### src/rtl/demux_n_clk_pkg.sv
// Shared types and constants for the clocked M-way bundled-data demux.
package demux_n_clk_pkg;

  typedef enum logic [1:0] {
    IDLE = 2'd0,
    REQ  = 2'd1,
    ACK  = 2'd2,
    RTZ  = 2'd3
  } dmx_state_t;

  // Invalid-select policy: drop the token with an error strobe, or steer it to the last output.
  localparam int unsigned BAD_SEL_DROP = 0;
  localparam int unsigned BAD_SEL_LAST = 1;

endpackage

### src/rtl/demux_n_clk_if.sv
// Handshake bundle of the demux: input channel, select channel, M output channels.
interface demux_n_clk_if #(
  parameter int unsigned N = 32,
  parameter int unsigned M = 4
);
  localparam int unsigned SW = $clog2(M);

  logic          r_i;
  logic          a_i;
  logic [N-1:0]  d_i;
  logic          ctl_r;
  logic [SW-1:0] ctl_sel;
  logic          actl_i;
  logic [M-1:0]  r_o;
  logic [M-1:0]  a_o;
  logic [N-1:0]  d_o;
  logic          err_o;

  // Environment side: drives requests/data/select and the output acknowledges.
  modport master (
    output r_i, d_i, ctl_r, ctl_sel, a_o,
    input  a_i, actl_i, r_o, d_o, err_o
  );

  // Demux side.
  modport slave (
    input  r_i, d_i, ctl_r, ctl_sel, a_o,
    output a_i, actl_i, r_o, d_o, err_o
  );

endinterface

### src/rtl/demux_n_clk_sync_ff.sv
// W-bit synchroniser chain, STAGES deep, async reset to 0; STAGES=0 is a plain wire.
module demux_n_clk_sync_ff #(
  parameter int unsigned STAGES = 2,
  parameter int unsigned W      = 1
) (
  input  logic         clk,
  input  logic         rst,
  input  logic [W-1:0] d,
  output logic [W-1:0] q
);

  generate
    if (STAGES == 0) begin : g_wire
      logic unused_clk_rst;
      assign unused_clk_rst = clk ^ rst;
      assign q = d;
    end else begin : g_chain
      logic [W-1:0] chain [STAGES];

      always_ff @(posedge clk or posedge rst) begin
        if (rst) begin
          for (int unsigned i = 0; i < STAGES; i++) chain[i] <= '0;
        end else begin
          chain[0] <= d;
          for (int unsigned i = 1; i < STAGES; i++) chain[i] <= chain[i-1];
        end
      end

      assign q = chain[STAGES-1];
    end
  endgenerate

endmodule

### src/rtl/demux_n_clk.sv
// Clocked M-way demux of a 4-phase bundled-data channel, steered by a joined select channel.
module demux_n_clk
  import demux_n_clk_pkg::*;
#(
  parameter int unsigned N           = 32,
  parameter int unsigned M           = 4,
  parameter int unsigned SYNC_STAGES = 2,
  parameter int unsigned BAD_SEL     = BAD_SEL_DROP
) (
  input logic          clk,
  input logic          rst,
  demux_n_clk_if.slave bus
);

  localparam int unsigned SW       = $clog2(M);
  localparam int unsigned PW       = 1 << SW;
  localparam logic [SW:0]   M_LIM    = (SW+1)'(M);
  localparam logic [SW-1:0] SEL_LAST = SW'(M - 1);

  dmx_state_t    state, state_n;
  logic [SW-1:0] sel_q, sel_n;
  logic [N-1:0]  d_q, d_n;
  logic [M-1:0]  r_q, r_n;
  logic          a_q, a_n;
  logic          err_q;
  logic          err_pend, err_pend_n;
  logic          drop_q, drop_n;

  logic [1:0]    req_s;
  logic [M-1:0]  ack_s;
  logic [PW-1:0] ack_pad;
  logic          rs, cs, sel_ok;

  demux_n_clk_sync_ff #(.STAGES(SYNC_STAGES), .W(2)) u_sync_req (
    .clk (clk),
    .rst (rst),
    .d   ({bus.r_i, bus.ctl_r}),
    .q   (req_s)
  );

  demux_n_clk_sync_ff #(.STAGES(SYNC_STAGES), .W(M)) u_sync_ack (
    .clk (clk),
    .rst (rst),
    .d   (bus.a_o),
    .q   (ack_s)
  );

  assign rs      = req_s[1];
  assign cs      = req_s[0];
  // Padded so any select code can index it; only the selected bit is ever looked at.
  assign ack_pad = PW'(ack_s);
  assign sel_ok  = (SW+1)'(bus.ctl_sel) < M_LIM;

  function automatic logic [M-1:0] onehot(input logic [SW-1:0] s);
    return M'(1) << s;
  endfunction

  always_ff @(posedge clk or posedge rst) begin
    if (rst) begin
      state    <= IDLE;
      sel_q    <= '0;
      d_q      <= '0;
      r_q      <= '0;
      a_q      <= 1'b0;
      err_q    <= 1'b0;
      err_pend <= 1'b0;
      drop_q   <= 1'b0;
    end else begin
      state    <= state_n;
      sel_q    <= sel_n;
      d_q      <= d_n;
      r_q      <= r_n;
      a_q      <= a_n;
      err_q    <= err_pend;
      err_pend <= err_pend_n;
      drop_q   <= drop_n;
    end
  end

  // Outputs are registered from the current state, so each handshake edge costs one extra cycle.
  always_comb begin
    state_n    = state;
    sel_n      = sel_q;
    d_n        = d_q;
    drop_n     = drop_q;
    err_pend_n = 1'b0;
    r_n        = '0;
    a_n        = 1'b0;

    case (state)
      IDLE: begin
        if (rs && cs) begin
          d_n     = bus.d_i;
          drop_n  = 1'b0;
          state_n = REQ;
          if (sel_ok) begin
            sel_n = bus.ctl_sel;
          end else if (BAD_SEL == BAD_SEL_LAST) begin
            sel_n = SEL_LAST;
          end else begin
            sel_n      = bus.ctl_sel;
            drop_n     = 1'b1;
            err_pend_n = 1'b1;
            state_n    = ACK;
          end
        end
      end
      REQ: begin
        r_n = onehot(sel_q);
        if (ack_pad[sel_q]) state_n = ACK;
      end
      ACK: begin
        r_n = drop_q ? '0 : onehot(sel_q);
        a_n = 1'b1;
        if (!rs && !cs) state_n = RTZ;
      end
      RTZ: begin
        a_n = 1'b1;
        if (drop_q || !ack_pad[sel_q]) state_n = IDLE;
      end
      default: state_n = IDLE;
    endcase
  end

  assign bus.r_o    = r_q;
  assign bus.a_i    = a_q;
  assign bus.actl_i = a_q;
  assign bus.d_o    = d_q;
  assign bus.err_o  = err_q;

endmodule

### src/flat_wrapper.sv
// flat-port wrapper written by rule: the top's interface ports become plain ports
module demux_n_clk_flat import demux_n_clk_pkg::*;
#(
  parameter int unsigned N           = 32,
  parameter int unsigned M           = 4,
  parameter int unsigned SYNC_STAGES = 2,
  parameter int unsigned BAD_SEL     = BAD_SEL_DROP
)
  (clk, rst, bus_r_i, bus_d_i, bus_ctl_r, bus_ctl_sel, bus_a_o, bus_a_i, bus_actl_i, bus_r_o, bus_d_o, bus_err_o);
  demux_n_clk_if #(.N(N), .M(M)) bus_i ();
  input logic clk;
  input logic rst;
  input wire logic [$bits(bus_i.r_i)-1:0] bus_r_i;
  input wire logic [$bits(bus_i.d_i)-1:0] bus_d_i;
  input wire logic [$bits(bus_i.ctl_r)-1:0] bus_ctl_r;
  input wire logic [$bits(bus_i.ctl_sel)-1:0] bus_ctl_sel;
  input wire logic [$bits(bus_i.a_o)-1:0] bus_a_o;
  output wire logic [$bits(bus_i.a_i)-1:0] bus_a_i;
  output wire logic [$bits(bus_i.actl_i)-1:0] bus_actl_i;
  output wire logic [$bits(bus_i.r_o)-1:0] bus_r_o;
  output wire logic [$bits(bus_i.d_o)-1:0] bus_d_o;
  output wire logic [$bits(bus_i.err_o)-1:0] bus_err_o;
  assign bus_i.r_i = bus_r_i;
  assign bus_i.d_i = bus_d_i;
  assign bus_i.ctl_r = bus_ctl_r;
  assign bus_i.ctl_sel = bus_ctl_sel;
  assign bus_i.a_o = bus_a_o;
  assign bus_a_i = bus_i.a_i;
  assign bus_actl_i = bus_i.actl_i;
  assign bus_r_o = bus_i.r_o;
  assign bus_d_o = bus_i.d_o;
  assign bus_err_o = bus_i.err_o;
  demux_n_clk #(.N(N), .M(M), .SYNC_STAGES(SYNC_STAGES), .BAD_SEL(BAD_SEL)) u_core (.clk(clk), .rst(rst), .bus(bus_i));
endmodule
### config.mk
export PLATFORM = sky130hd
export DESIGN_NAME = demux_n_clk_flat
export DESIGN_NICKNAME = d
export VERILOG_FILES = /design/src/rtl/demux_n_clk_pkg.sv /design/src/rtl/demux_n_clk_if.sv /design/src/rtl/demux_n_clk_sync_ff.sv /design/src/rtl/demux_n_clk.sv /design/src/flat_wrapper.sv
export SDC_FILE = /design/constraint.sdc
export NUM_CORES = 1
export LEC_CHECK = 0
export CAP_MARGIN = 20
export CORE_UTILIZATION = 30
export CTS_CLUSTER_DIAMETER = 30
export CTS_CLUSTER_SIZE = 10
export DETAILED_ROUTE_END_ITERATION = 10
export MAX_ROUTING_LAYER = met4
export PLACE_DENSITY = 0.61
export SKIP_CTS_REPAIR_TIMING = 1
export SLEW_MARGIN = 0
export SYNTH_ARGS = -nofsm -noshare
export SYNTH_HDL_FRONTEND = slang
export SYNTH_SLANG_ARGS = --single-unit
### constraint.sdc
create_clock -name clk -period 4.2 [get_ports clk]
set_clock_uncertainty 0.2 [all_clocks]
set_input_delay 1.26 -clock clk [delete_from_list [all_inputs] [get_ports clk]]
set_output_delay 1.26 -clock clk [all_outputs]
set_load 0.01 [all_outputs]
==> results.sh <==
export IMPL_setup_viol=0
export IMPL_die_x_um=82.3
export IMPL_post_dp_hpwl_um=2760
export IMPL_cp_end_kind="output pin"
export IMPL_cts_root_buf="clkbuf_8"
export IMPL_grt_util_all_layers_pct=12.3
export IMPL_die_area_sq_um=6770
export IMPL_synth_cell_types=20
export IMPL_finalCritPeriodShare_pct=63.5
export IMPL_numCtsBuffers=5
export IMPL_grt_pass1_wl_um=6040
export IMPL_drt_iter0_markers=37
export IMPL_synthesis_nets=164
export IMPL_netlist_area_sq_um=1930
export IMPL_ys_seq_area_share_pct=68.6
export IMPL_place_congestion=0.675
export IMPL_syn_inst=117
export IMPL_finalCriticalPeriod_ns=2.67
export IMPL_grt_ovfl_total=0
export IMPL_fmax_ghz=0.375
export IMPL_core_sq_um=6060
export IMPL_slowest_stage="clkdlybuf4s50_1"
export IMPL_cp_cell_sequence="clkdlybuf4s50_1"
export IMPL_grt_start_max_net_pins=54
export IMPL_clkLatencyLatePin_ns=0.30
export IMPL_worstPathArrival_ns=1.21
export IMPL_grt_pass1_vias=1307
export IMPL_synth_area_top_cells="dfrtp_1, mux2_2, ha_1"
export IMPL_r2r_slack_ns=1.88
export IMPL_min_path_type="flip-flop to flip-flop"
export IMPL_routed_via_density=4.39
export IMPL_max_cap_violations=0
export IMPL_cp_max_fo=2
export IMPL_crit_type="flip-flop to output pin"
export IMPL_io_buffers=79
export IMPL_via_count=1206
export IMPL_worst_slew_pin_slew_ns=0.827
export IMPL_final_area_sq_um=2950
export IMPL_synth_seq_cells=53
export IMPL_clkTransAtPathRegs_ns=0.09
export IMPL_synth_top_area_share_pct=68.6
export IMPL_relSlewSlack_pct=44.8
export IMPL_clock_sinks=53
export IMPL_comb_power_share_pct=41.7
export IMPL_dpl_cell_area_sq_um=2800
export IMPL_cpPeakStageDelay_ns=0.55
export IMPL_h_tree_depth=2
export IMPL_path_buf_inv=1
export IMPL_antenna_found_initial=0
export IMPL_cp_top_family="buffers and inverters"
export IMPL_slew_violations=0
export IMPL_cp_required_ns=2.74
export IMPL_area_delta_synth_final_pct=52.6
export IMPL_synth_avg_cell_area_sq_um=16.5
export IMPL_internal_power_mw=1.52
export IMPL_start_util_pct=31.9
export IMPL_rsz0062_at_grt="no"
export IMPL_tritoncts="yes"
export IMPL_clockBufferDepth=2
export IMPL_drtAntennaViolNets=0
export IMPL_synth_area_leader_cell="dfrtp_1"
export IMPL_pin_count=81
export IMPL_diodes=0
export IMPL_dpl_cell_count=266
export IMPL_ir_drop_uv=352
export IMPL_final_cells=275
export IMPL_nets=246
export IMPL_drive_above_1_share_pct=24.0
export IMPL_power_frac_clock_pct=18.5
export IMPL_drt_wl_total_um=3730
export IMPL_dr_pass1_iters=2
export IMPL_power_switching_mw=0.580
export IMPL_status="finished clean"
export IMPL_power_density_nw_per_um2=712
export IMPL_die_h_um=82.3
export IMPL_finalSetupTns_ns=0
export IMPL_post_drt_wl_per_cell_um=13.5
export IMPL_num_fill_cells=526
export IMPL_seqPwrFrac_pct=39.8
export IMPL_yosysWarnings=0
export IMPL_worstSetupStartpointType="flip-flop"
export IMPL_total_leakage_power_nw=1.27
export IMPL_hold_viol=0
export IMPL_num_rows=28
export IMPL_swShare_pct=27.6
export IMPL_drc=0
path summary, 6_finish.rpt:
path                                                              start                          endpoint  cells past startpoint
setup reg to reg                            u_core.state[0]$_DFFE_PP0P_     u_core.bus.d_o[4]$_DFFE_PP0P_                      4
max in group asynchronous                                           rst    u_core.bus.d_o[17]$_DFFE_PP0P_                      3
min in group asynchronous                                           rst          u_core.bus.a_i$_DFF_PP0_                      2
hold reg to reg            u_core.u_sync_req.g_chain.chain[3]$_DFF_PP0_  u_core.u_sync_req.q[1]$_DFF_PP0_                      0
setup / recovery                         u_core.bus.d_o[30]$_DFFE_PP0P_                       bus_d_o[30]                      1
hold / removal             u_core.u_sync_req.g_chain.chain[3]$_DFF_PP0_  u_core.u_sync_req.q[1]$_DFF_PP0_                      0
Yosys cell counts:
master and instances:
a21oi_1 1, and3_1 1, and3b_1 1, buf_4 2, clkbuf_1 3, conb_1 1, dfrtp_1 53, ha_1 5
inv_1 3, mux2_2 34, mux2_4 1, mux2i_1 2, mux4_2 1, nand2_1 2, nand3_1 1, nor2_1 2
nor3_1 1, nor3b_1 1, o21ai_1 1, or2_2 1
per-stage QoR:
stage          hold slack, ns  power [mW]  util, %  setup slack (ns)
4_1_cts                 0.162        2.14     48.4              1.51
6_report                0.151        2.10     48.7              1.53
3_3_place_gp            0.134        1.70     46.2              1.46
2_1_floorplan           0.131        1.24        -              1.45
3_5_place_dp            0.139        1.74     46.2              1.38
5_1_grt                 0.161        2.24     48.7              1.46
layout make-up:
type	instances	area, sq um	area share (%)
Clock buffer	5	68.8	2.33
Clock inverter	3	65.1	2.20
Inverter	3	11.3	0.382
Multi-Input combinational cell	56	576	19.5
Sequential cell	53	1330	44.9
Tap cell	75	93.8	3.18
Timing Repair Buffer	80	811	27.5
cell families (layout without fill, tap and decap cells):
| kind of cell | Yosys count | count (layout) | synth area share, % |
|---|---|---|---|
| multiplexers | 38 | 38 | 22.8 |
| buffers and inverters | 8 | 91 | 1.94 |
| adder cells (fa/ha/maj) | 5 | 5 | 3.23 |
| flip-flops | 53 | 53 | 68.6 |
| AND/OR/NAND/NOR | 10 | 10 | 2.78 |
| other | 1 | 1 | 0.194 |
| AO/OA/AOI/OAI | 2 | 2 | 0.517 |
flip-flops by register name, summed over array words and instances (netlist names):
| signal | count |
|---|---|
| u_core.u_sync_ack.g_chain.chain | 4 |
| u_core.state | 2 |
| u_core.u_sync_req.q | 2 |
| u_core.u_sync_ack.q | 4 |
| u_core.bus.d_o | 32 |
| u_core.bus.a_i | 1 |
| u_core.u_sync_req.g_chain.chain | 2 |
| u_core.bus.r_o | 4 |
| u_core.sel_q | 2 |
power groups by stage:
stage | clock, mW | combinational [mW] | sequential, mW
after global placement | 0 | 0.868 | 0.834
after floorplan | 0 | 0.324 | 0.918
after detailed placement | 0 | 0.890 | 0.847
after CTS | 0.407 | 0.893 | 0.839
final | 0.389 | 0.877 | 0.835
after global routing | 0.427 | 0.948 | 0.869
placed cells by master, fill, tap and decap left out:
| cell | netlist | final |
|---|---|---|
| clkdlybuf4s50_1 | 0 | 79 |
| dfrtp_1 | 53 | 53 |
| mux2_2 | 34 | 34 |
| ha_1 | 5 | 5 |
| clkbuf_8 | 0 | 5 |
| nor2_1 | 2 | 2 |
| inv_1 | 3 | 2 |
| nand2_1 | 2 | 2 |
| mux2i_1 | 2 | 2 |
| bufinv_16 | 0 | 2 |
| nor3_1 | 1 | 1 |
| a21oi_1 | 1 | 1 |
| mux4_2 | 1 | 1 |
| o21ai_1 | 1 | 1 |
| nand3_2 | 0 | 1 |
| and3b_1 | 1 | 1 |
| nor3b_1 | 1 | 1 |
| and3_1 | 1 | 1 |
| inv_2 | 0 | 1 |
| mux2_4 | 1 | 1 |
| or2_2 | 1 | 1 |
| conb_1 | 1 | 1 |
| clkinv_2 | 0 | 1 |
| buf_12 | 0 | 1 |
layer usage:
metal / wire (um) / GRT usage (%) / vias up
li1: - / - / 556
met2: 2100 / 22.1 / 41
met3: 182 / 2.97 / 9
met1: 1350 / 12.1 / 600
met4: 97 / 7.02 / 0
met5: 0 / - / -
Power figures use the tool's default switching activity.
